<file path="config.mk">
export PLATFORM = sky130hd
export DESIGN_NAME = seq_run_detector_flat
export DESIGN_NICKNAME = d
export VERILOG_FILES = /design/src/rtl/seq_run_detector_if.sv /design/src/rtl/seq_run_detector.sv /design/src/flat_wrapper.sv
export SDC_FILE = /design/constraint.sdc
export NUM_CORES = 1
export LEC_CHECK = 0
export CAP_MARGIN = 20
export CORE_MARGIN = 3
export CORE_UTILIZATION = 30
export DETAILED_ROUTE_END_ITERATION = 10
export HOLD_SLACK_MARGIN = 0.12
export MAX_ROUTING_LAYER = met4
export SYNTH_ARGS = -nofsm -noshare
export SYNTH_HDL_FRONTEND = slang
export SYNTH_SLANG_ARGS = --single-unit
</file>
<file path="constraint.sdc">
create_clock -name clk -period 4.6 [get_ports clk]
set_input_delay 0.92 -clock clk [delete_from_list [all_inputs] [get_ports clk]]
set_output_delay 0.92 -clock clk [all_outputs]
set_load 0.1 [all_outputs]
</file>
<file path="src/rtl/seq_run_detector_if.sv">
// Bus bundle for seq_run_detector: control/serial inputs and all debug/status outputs.
//   enable, sequential_input, clear_count : driven by the master (bench / board logic)
//   current_state, next_state, run_count,
//   success_output, success_reg,
//   count_z, count_sat                    : driven by the detector (slave)
interface seq_run_detector_if #(
    parameter int unsigned CNT_W = 6
);
    logic             enable;
    logic             sequential_input;
    logic             clear_count;
    logic [1:0]       current_state;
    logic [1:0]       next_state;
    logic [3:0]       run_count;
    logic             success_output;
    logic             success_reg;
    logic [CNT_W-1:0] count_z;
    logic             count_sat;

    modport master (
        output enable, sequential_input, clear_count,
        input  current_state, next_state, run_count,
        input  success_output, success_reg, count_z, count_sat
    );

    modport slave (
        input  enable, sequential_input, clear_count,
        output current_state, next_state, run_count,
        output success_output, success_reg, count_z, count_sat
    );
endinterface

</file>
<file path="src/rtl/seq_run_detector.sv">
// Mealy detector for RUN_LEN consecutive 1s on a serial stream, with optional
// post-match hold-off (DELAY) or overlapping matches (OVERLAP), plus a
// saturating match counter.
// Ports:
//   clk    : rising-edge clock
//   rst_n  : asynchronous active-low reset
//   bus    : seq_run_detector_if.slave (enable, sequential_input, clear_count in;
//            current_state, next_state, run_count, success_output, success_reg,
//            count_z, count_sat out). next_state and success_output are combinational.
module seq_run_detector #(
    parameter int unsigned RUN_LEN = 3,
    parameter int unsigned DELAY   = 0,
    parameter int unsigned OVERLAP = 0,
    parameter int unsigned CNT_W   = 6
) (
    input  logic              clk,
    input  logic              rst_n,
    seq_run_detector_if.slave bus
);

    localparam int unsigned HOLD_W     = (DELAY > 1) ? $clog2(DELAY + 1) : 1;
    localparam logic [3:0]  LAST_RUN   = 4'(RUN_LEN - 1);
    localparam logic        SAT_AT_ONE = (CNT_W == 1);

    // Reject parameter combinations the datapath cannot honour.
    if (RUN_LEN < 1 || RUN_LEN > 15) begin : g_bad_run_len
        $fatal(1, "seq_run_detector: RUN_LEN must be in 1..15");
    end
    if (OVERLAP != 0 && DELAY != 0) begin : g_bad_overlap
        $fatal(1, "seq_run_detector: DELAY must be 0 when OVERLAP=1");
    end

    typedef enum logic [1:0] {
        IDLE = 2'b00,
        RUN  = 2'b01,
        HOLD = 2'b11
    } state_t;

    state_t            state;
    state_t            state_nx;
    logic [3:0]        run_count;
    logic [3:0]        run_nx;
    logic [HOLD_W-1:0] hold_cnt;
    logic [HOLD_W-1:0] hold_nx;
    logic              match;
    logic [CNT_W-1:0]  count_z;
    logic [CNT_W-1:0]  count_inc;
    logic              count_sat;
    logic              success_reg;

    // Next-state and Mealy match; reset held keeps everything parked in IDLE.
    always_comb begin
        state_nx = state;
        run_nx   = run_count;
        hold_nx  = hold_cnt;
        match    = rst_n & bus.enable & bus.sequential_input &
                   (state != HOLD) & (run_count == LAST_RUN);

        if (rst_n && bus.enable) begin
            if (match) begin
                if (OVERLAP != 0) begin
                    // Keep the run primed so every further 1 matches again.
                    if (RUN_LEN == 1) begin
                        state_nx = IDLE;
                        run_nx   = 4'd0;
                    end else begin
                        state_nx = RUN;
                        run_nx   = LAST_RUN;
                    end
                end else if (DELAY == 0) begin
                    state_nx = IDLE;
                    run_nx   = 4'd0;
                end else begin
                    state_nx = HOLD;
                    run_nx   = 4'd0;
                    hold_nx  = HOLD_W'(DELAY);
                end
            end else begin
                case (state)
                    IDLE, RUN: begin
                        if (bus.sequential_input) begin
                            state_nx = RUN;
                            run_nx   = run_count + 4'd1;
                        end else begin
                            state_nx = IDLE;
                            run_nx   = 4'd0;
                        end
                    end
                    HOLD: begin
                        // Last hold cycle when the counter reads 1.
                        if (hold_cnt <= HOLD_W'(1)) begin
                            state_nx = IDLE;
                            hold_nx  = '0;
                        end else begin
                            hold_nx  = hold_cnt - HOLD_W'(1);
                        end
                    end
                    default: begin
                        state_nx = IDLE;
                        run_nx   = 4'd0;
                        hold_nx  = '0;
                    end
                endcase
            end
        end
    end

    // State, run and hold registers; enable gating lives in the next-state logic.
    always_ff @(posedge clk or negedge rst_n) begin
        if (!rst_n) begin
            state     <= IDLE;
            run_count <= 4'd0;
            hold_cnt  <= '0;
        end else begin
            state     <= state_nx;
            run_count <= run_nx;
            hold_cnt  <= hold_nx;
        end
    end

    assign count_inc = count_z + CNT_W'(1);

    // Saturating match counter with sticky saturation flag; clear wins but still counts a coincident match.
    always_ff @(posedge clk or negedge rst_n) begin
        if (!rst_n) begin
            count_z   <= '0;
            count_sat <= 1'b0;
        end else if (bus.clear_count) begin
            count_z   <= match ? CNT_W'(1) : '0;
            count_sat <= match & SAT_AT_ONE;
        end else if (match && !(&count_z)) begin
            count_z <= count_inc;
            if (&count_inc) begin
                count_sat <= 1'b1;
            end
        end
    end

    // Delayed copy of the match flag; frozen while disabled.
    always_ff @(posedge clk or negedge rst_n) begin
        if (!rst_n) begin
            success_reg <= 1'b0;
        end else if (bus.enable) begin
            success_reg <= match;
        end
    end

    assign bus.current_state  = state;
    assign bus.next_state     = state_nx;
    assign bus.run_count      = run_count;
    assign bus.success_output = match;
    assign bus.success_reg    = success_reg;
    assign bus.count_z        = count_z;
    assign bus.count_sat      = count_sat;

endmodule

</file>
<file path="src/flat_wrapper.sv">
// flat-port wrapper written by rule: the top's interface ports become plain ports
module seq_run_detector_flat 
#(
    parameter int unsigned RUN_LEN = 3,
    parameter int unsigned DELAY   = 0,
    parameter int unsigned OVERLAP = 0,
    parameter int unsigned CNT_W   = 6
)
  (clk, rst_n, bus_enable, bus_sequential_input, bus_clear_count, bus_current_state, bus_next_state, bus_run_count, bus_success_output, bus_success_reg, bus_count_z, bus_count_sat);
  seq_run_detector_if #(.CNT_W(CNT_W)) bus_i ();
  input  logic clk;
  input  logic rst_n;
  input wire logic [$bits(bus_i.enable)-1:0] bus_enable;
  input wire logic [$bits(bus_i.sequential_input)-1:0] bus_sequential_input;
  input wire logic [$bits(bus_i.clear_count)-1:0] bus_clear_count;
  output wire logic [$bits(bus_i.current_state)-1:0] bus_current_state;
  output wire logic [$bits(bus_i.next_state)-1:0] bus_next_state;
  output wire logic [$bits(bus_i.run_count)-1:0] bus_run_count;
  output wire logic [$bits(bus_i.success_output)-1:0] bus_success_output;
  output wire logic [$bits(bus_i.success_reg)-1:0] bus_success_reg;
  output wire logic [$bits(bus_i.count_z)-1:0] bus_count_z;
  output wire logic [$bits(bus_i.count_sat)-1:0] bus_count_sat;
  assign bus_i.enable = bus_enable;
  assign bus_i.sequential_input = bus_sequential_input;
  assign bus_i.clear_count = bus_clear_count;
  assign bus_current_state = bus_i.current_state;
  assign bus_next_state = bus_i.next_state;
  assign bus_run_count = bus_i.run_count;
  assign bus_success_output = bus_i.success_output;
  assign bus_success_reg = bus_i.success_reg;
  assign bus_count_z = bus_i.count_z;
  assign bus_count_sat = bus_i.count_sat;
  seq_run_detector #(.RUN_LEN(RUN_LEN), .DELAY(DELAY), .OVERLAP(OVERLAP), .CNT_W(CNT_W)) u_core (.clk(clk), .rst_n(rst_n), .bus(bus_i));
endmodule
</file>
-- Yosys cells after proc, flatten, opt, wreduce, memory -nomap -nowiden
Cells that the tools add are included.
- output and inout bits: 17
- input bits: 5
- register bits after elaboration: 15
- logic and storage cells: 49
- bitwise gates (word level): 6
- add/sub/neg operators: 3
- equal/unequal tests: 5
- order comparisons: 1
- reduce and logical (&&, ||, !) cells: 12
- mux-type cells: 16
- operators with widths (cell ; number):
    $mux 6 ; 2
    $reduce_and 6->1 ; 2
    $mux 4 ; 2
    $pmux 4 s2 ; 1
    $add 6x1->6 const B ; 1
    $mux 1 ; 6
    $mux 2 ; 3
    $add 4x1->4 const B ; 1
    $and 1x1->1 ; 4
    $eq 4x2->1 const B ; 1
    $pmux 2 s2 ; 1
    $reduce_and 2->1 ; 2
    $reduce_bool 2->1 ; 2
    $reduce_and 3->1 ; 1
    $eq 2x1->1 const B ; 1
    $eq 2x2->1 const B ; 1
    $logic_and 1x1->1 ; 2
    $logic_not 2->1 ; 1
    $ne 2x1->1 const B ; 1
    $ne 2x2->1 const B ; 1
    $not 1->1 ; 2
    $pmux 1 s2 ; 1
    $reduce_or 2->1 ; 1
    $le 1x1->1 const B ; 1
    other kinds (2) ; 2

-- Depth between registers and ports, before layout
- depth in word-level cells: 7
- gate-level depth with buffers: 8

-- Worst setup path after synthesis
Ideal clock, no wire load.
- kind: register to output
- start: reg u_core.run_count[0] (netlist: u_core.bus.run_count[0])
- end: out bus_next_state[0]
- data required time: 3680 ps
- stages on the path, launching flop included: 6
- path buffers: 0
- arrival: 2561 ps
- setup slack: 1119 ps
- cells stage by stage: dfrtp_1 inv_1 ha_1 nor3b_1 or3_1 nand2_1
- longest elaborated chain between the ends: 4
- ends and longest elaborated chain (what ; RTL line ; RTL):
    from (decl) ; seq_run_detector.sv:41 ; logic [3:0] run_count;
    from (signal assigned) ; seq_run_detector.sv:116 ; run_count <= run_nx;
    $eq 4x2->1 ; seq_run_detector.sv:57 ; (state != HOLD) & (run_count == LAST_RUN);
    $and 1x1->1 ; seq_run_detector.sv:57 ;
    $mux 2 ; seq_run_detector.sv:60 ; if (match) begin
    $mux 2 ; seq_run_detector.sv:59 ; if (rst_n && bus.enable) begin
    to (decl) ; flat_wrapper.sv:17 ; output wire logic [$bits(bus_i.next_state)-1:0] bus_next_state;
No other way between the ends.

-- Worst setup path in the final report
- start: in rst_n
- end: out bus_next_state[0]
- longest elaborated chain between the ends: 6
- elaborated cells on any way between the ends: 7
- classes of those cells: mux: 2; bitwise: 4; reduce/logical: 1
- ends and longest elaborated chain (what ; RTL line ; RTL):
    from (decl) ; flat_wrapper.sv:12 ; input logic rst_n;
    $and 1x1->1 (3 in series) ; seq_run_detector.sv:56 ; match = rst_n & bus.enable & bus.sequential_input &
    $and 1x1->1 ; seq_run_detector.sv:57 ;
    $mux 2 ; seq_run_detector.sv:60 ;
    $mux 2 (*) ; seq_run_detector.sv:59 ;
Mark *: on every way between the ends. The rest lies on a longest branch, timed or not.

==> flow_summary.yaml <==
global_routing:
  global_route.overflow_total: 0
  grt_max_degree: 18
  grt_first_pass_wirelength_mm: 2.93
  initial_antenna_violation_count: 0
  grt_pass1_vias: 655
  global_route.usage.total_pct: 11.7
worst_hold_path:
  hp_start: "u_core.bus.success_reg$_DFFE_PN0P_"
  worstHoldPathType: "reg2reg"
  timing.hold.worst_endpoint: "u_core.bus.success_reg$_DFFE_PN0P_"
  hold_path_depth: 2
clock_network:
  cts-buffers-inserted: 3
  cts_hold_buf: 0
  total_number_of_h_tree_levels: 1
  clkTransAtPathRegs_ns: 0.09
  clock-sinks: 14
  clockRootBuffer: "clkbuf_4"
  ctsResizeCount: 0
  cts_tree: "done"
  cts-root-to-sink-buffers: 2
  cts_post_setup_buffers_inserted: 0
  clock_insertion_delay_worst_skew_ns: 0.28
detailed_routing:
  routed_wire_length_per_instance_um: 12.9
  route.detailed.vias_per_inst: 5.20
  via_count_of_the_routed_design: 717
  remaining_drc_errors: 0
  final_wl_mm: 1.78
  drtAntennaViolNets: 0
  first_pass_iters: 4
  drt_iter0_markers: 9
setup_path:
  worst_r2r_startpoint: "u_core.bus.run_count[0]$_DFFE_PN0P_"
  reg2reg_depth: 7
  reg2reg_slack_ns: 2.53
  cp.arrival_ns: 2.52
  cpLargestDelayFamily: "buffers and inverters"
  cp_common_cell: "nand2_1"
  worst-path-max-fanout: 17
  r2r_end: "u_core.bus.count_z[3]$_DFFE_PN0P_"
  critical_path.n_buffers_inverters: 3
  setup.worst_path.end_class: "output pin"
  worstPathCellList: "clkdlybuf4s50_1 > buf_4 > nand2_1 > or3_1 > nand2_1 > buf_12"
  worst-endpoint-required_ns: 3.68
  setup_crit_path_kind: "in2out"
  crit_path_start_kind: "primary input"
  worst_path_largest_cell_delay_ns: 0.45
  worst_path_max_delay_cell: "clkdlybuf4s50_1"
sta:
  setup_viol: 0
  transition_time_of_the_tightest_slew_check_pin_ns: 0.968
  fmax_mhz: 291
  finalWorstPathRequiredPeriod_ns: 3.44
  slew_violations: 0
  timing.final.crit_share_pct: 74.7
  slew_headroom_pct: 35.2
  clock-skew-final_ns: 0.00290
  setup_total_neg_slack_ns: 0
  hold_viol_final: 0
  grt_setup_unrepaired: "no"
power:
  peakVddDrop_v: 0.000197
  pwr_density_cell_nw_per_um2: 329
  cellInternalPower_mw: 0.210
  power_switching_share_pct: 40.7
  p_seq_share_pct: 39.6
  p_sw_mw: 0.144
  comb_power_share_pct: 34.7
  p_clk_share_pct: 25.7
  p_leak_nw: 0.448
layout:
  antenna_cells_inserted: 0
  layout.cells.most_common: "clkdlybuf4s50_1"
  register_area_um2: 350
  registers.top_by_ff_count: "u_core.bus.count_z"
  layout.cells.most_common_list: "clkdlybuf4s50_1 (18), dfrtp_1 (14), nand2_1 (12)"
  finalNetCount: 120
  share_of_post_route_cells_with_drive_strength_above_1_pct: 10.0
  layout.filler_cells: 240
  area.growth.synth_to_final_pct: 37.5
  largest_register_ff_count: 6
  multi_input_gate_area_um2: 388
  finalCoreUtilization_pct: 46.1
run:
  maxCapViolCount: 0
floorplan:
  floorplan.core_area_um2: 2340
  dieWidth_um: 57.1
  core.rowCount: 17
  num_io_pins: 22
  die_y_um: 57.1
  initial_utilization_pct: 33.5
  die_area_um2: 3260
synthesis:
  post_synth.cell_area_avg_um2: 9.12
  cell_types_with_the_largest_area_share_after_synthesis: "dfrtp_1 (45%), ha_1 (6.4%), nand2_1 (5.7%)"
  combined_area_of_all_synthesized_cells_um2: 785
  netlist.top_cell.by_area: "dfrtp_1"
  syn_nets: 95
  post_synth_inst_count: 86
  synth.lib_cells_used.distinct: 29
  synth_top_cell_area_share_pct: 44.7
  synthesis.yosys.warnings: 0
  seq_area_frac_synth_pct: 44.7
  number_of_register_bits_inferred_by_synthesis: 14
placed_design:
  io_buffer_count: 21
  place.gp.congestion: 0.816
  dp_hpwl_mm: 1.26
outcome:
  status: "completed"
-- metrics by stage --
stage	instances	hold WS [ns]	instance area [um^2]	power, mW	setup slack, ns
after floorplan	86	0.624	785	0.228	1.12
after global placement	134	0.526	1040	0.267	1.16
after detailed placement	134	0.528	1040	0.266	1.14
after CTS	138	0.542	1080	0.361	1.14
after global routing	138	0.606	1080	0.373	1.05
final	138	0.535	1080	0.354	1.16
-- tightest hold or removal path, delay by kind of cell (launching register included) --
kind / cells / cell delay (ns)
DFF: 1 / 0.39
AOI/OAI and AO/OA: 1 / 0.06
buffers and inverters: 1 / 0.05
-- synth_stat cells, drive strengths merged --
cell type	n
and4	2
nand2	12
nor3	5
nor3b	1
nor4	1
xnor2	2
ha	4
a31oi	2
a211o	1
and2	1
o41ai	1
nor2	2
or4	1
a21oi	4
nor4bb	1
nand2b	2
o21ai	7
dfrtp	14
or3	3
buf	3
inv	7
nand3	3
nand4	1
o41a	1
o31ai	2
and3	2
o311ai	1
-- worst max-delay path by stage --
stage / startpoint / end / slack, ns / cells past startpoint
2_1_floorplan: u_core.bus.run_count[0]$_DFFE_PN0P_ / bus_next_state[0] / 1.12 / 5
3_3_place_gp: rst_n / bus_next_state[0] / 1.16 / 6
3_5_place_dp: rst_n / bus_next_state[0] / 1.14 / 6
4_1_cts: rst_n / bus_next_state[0] / 1.14 / 6
5_1_grt: rst_n / bus_next_state[0] / 1.05 / 6
6_report: rst_n / bus_next_state[0] / 1.16 / 6
-- power groups by stage --
stage	registers [mW]	logic [mW]	clock network [mW]
after floorplan	0.197	0.0317	0
after global placement	0.143	0.124	0
after detailed placement	0.143	0.123	0
after CTS	0.141	0.124	0.0961
after global routing	0.143	0.130	0.101
final	0.141	0.123	0.0911
-- layout make-up --
cell class	instances	share of cell area [%]
flip-flops and latches	14	32.5
well taps	28	3.25
repair buffers	23	22.5
multi-input cells	62	36.0
clock buffers	4	3.36
inverters	7	2.44
-- metal layers --
metal  part of all wire [%]  vias up  GRT usage, %
li1                       -      359             -
met1                     48      333          14.3
met2                     45       23          17.9
met3                    5.9        2          4.30
met4                   0.51        0          3.64
met5                      0        -             -
-- cells by family after synthesis --
family | Yosys count | share of synthesized area [%]
and+or+nand+nor | 37 | 25.5
AOI/OAI and AO/OA | 19 | 15.3
DFF | 14 | 44.7
buffers and inverters | 10 | 5.90
adders and majority gates | 4 | 6.38
xor gates and xnor gates | 2 | 2.23
(Power assumes the default switching activity.)
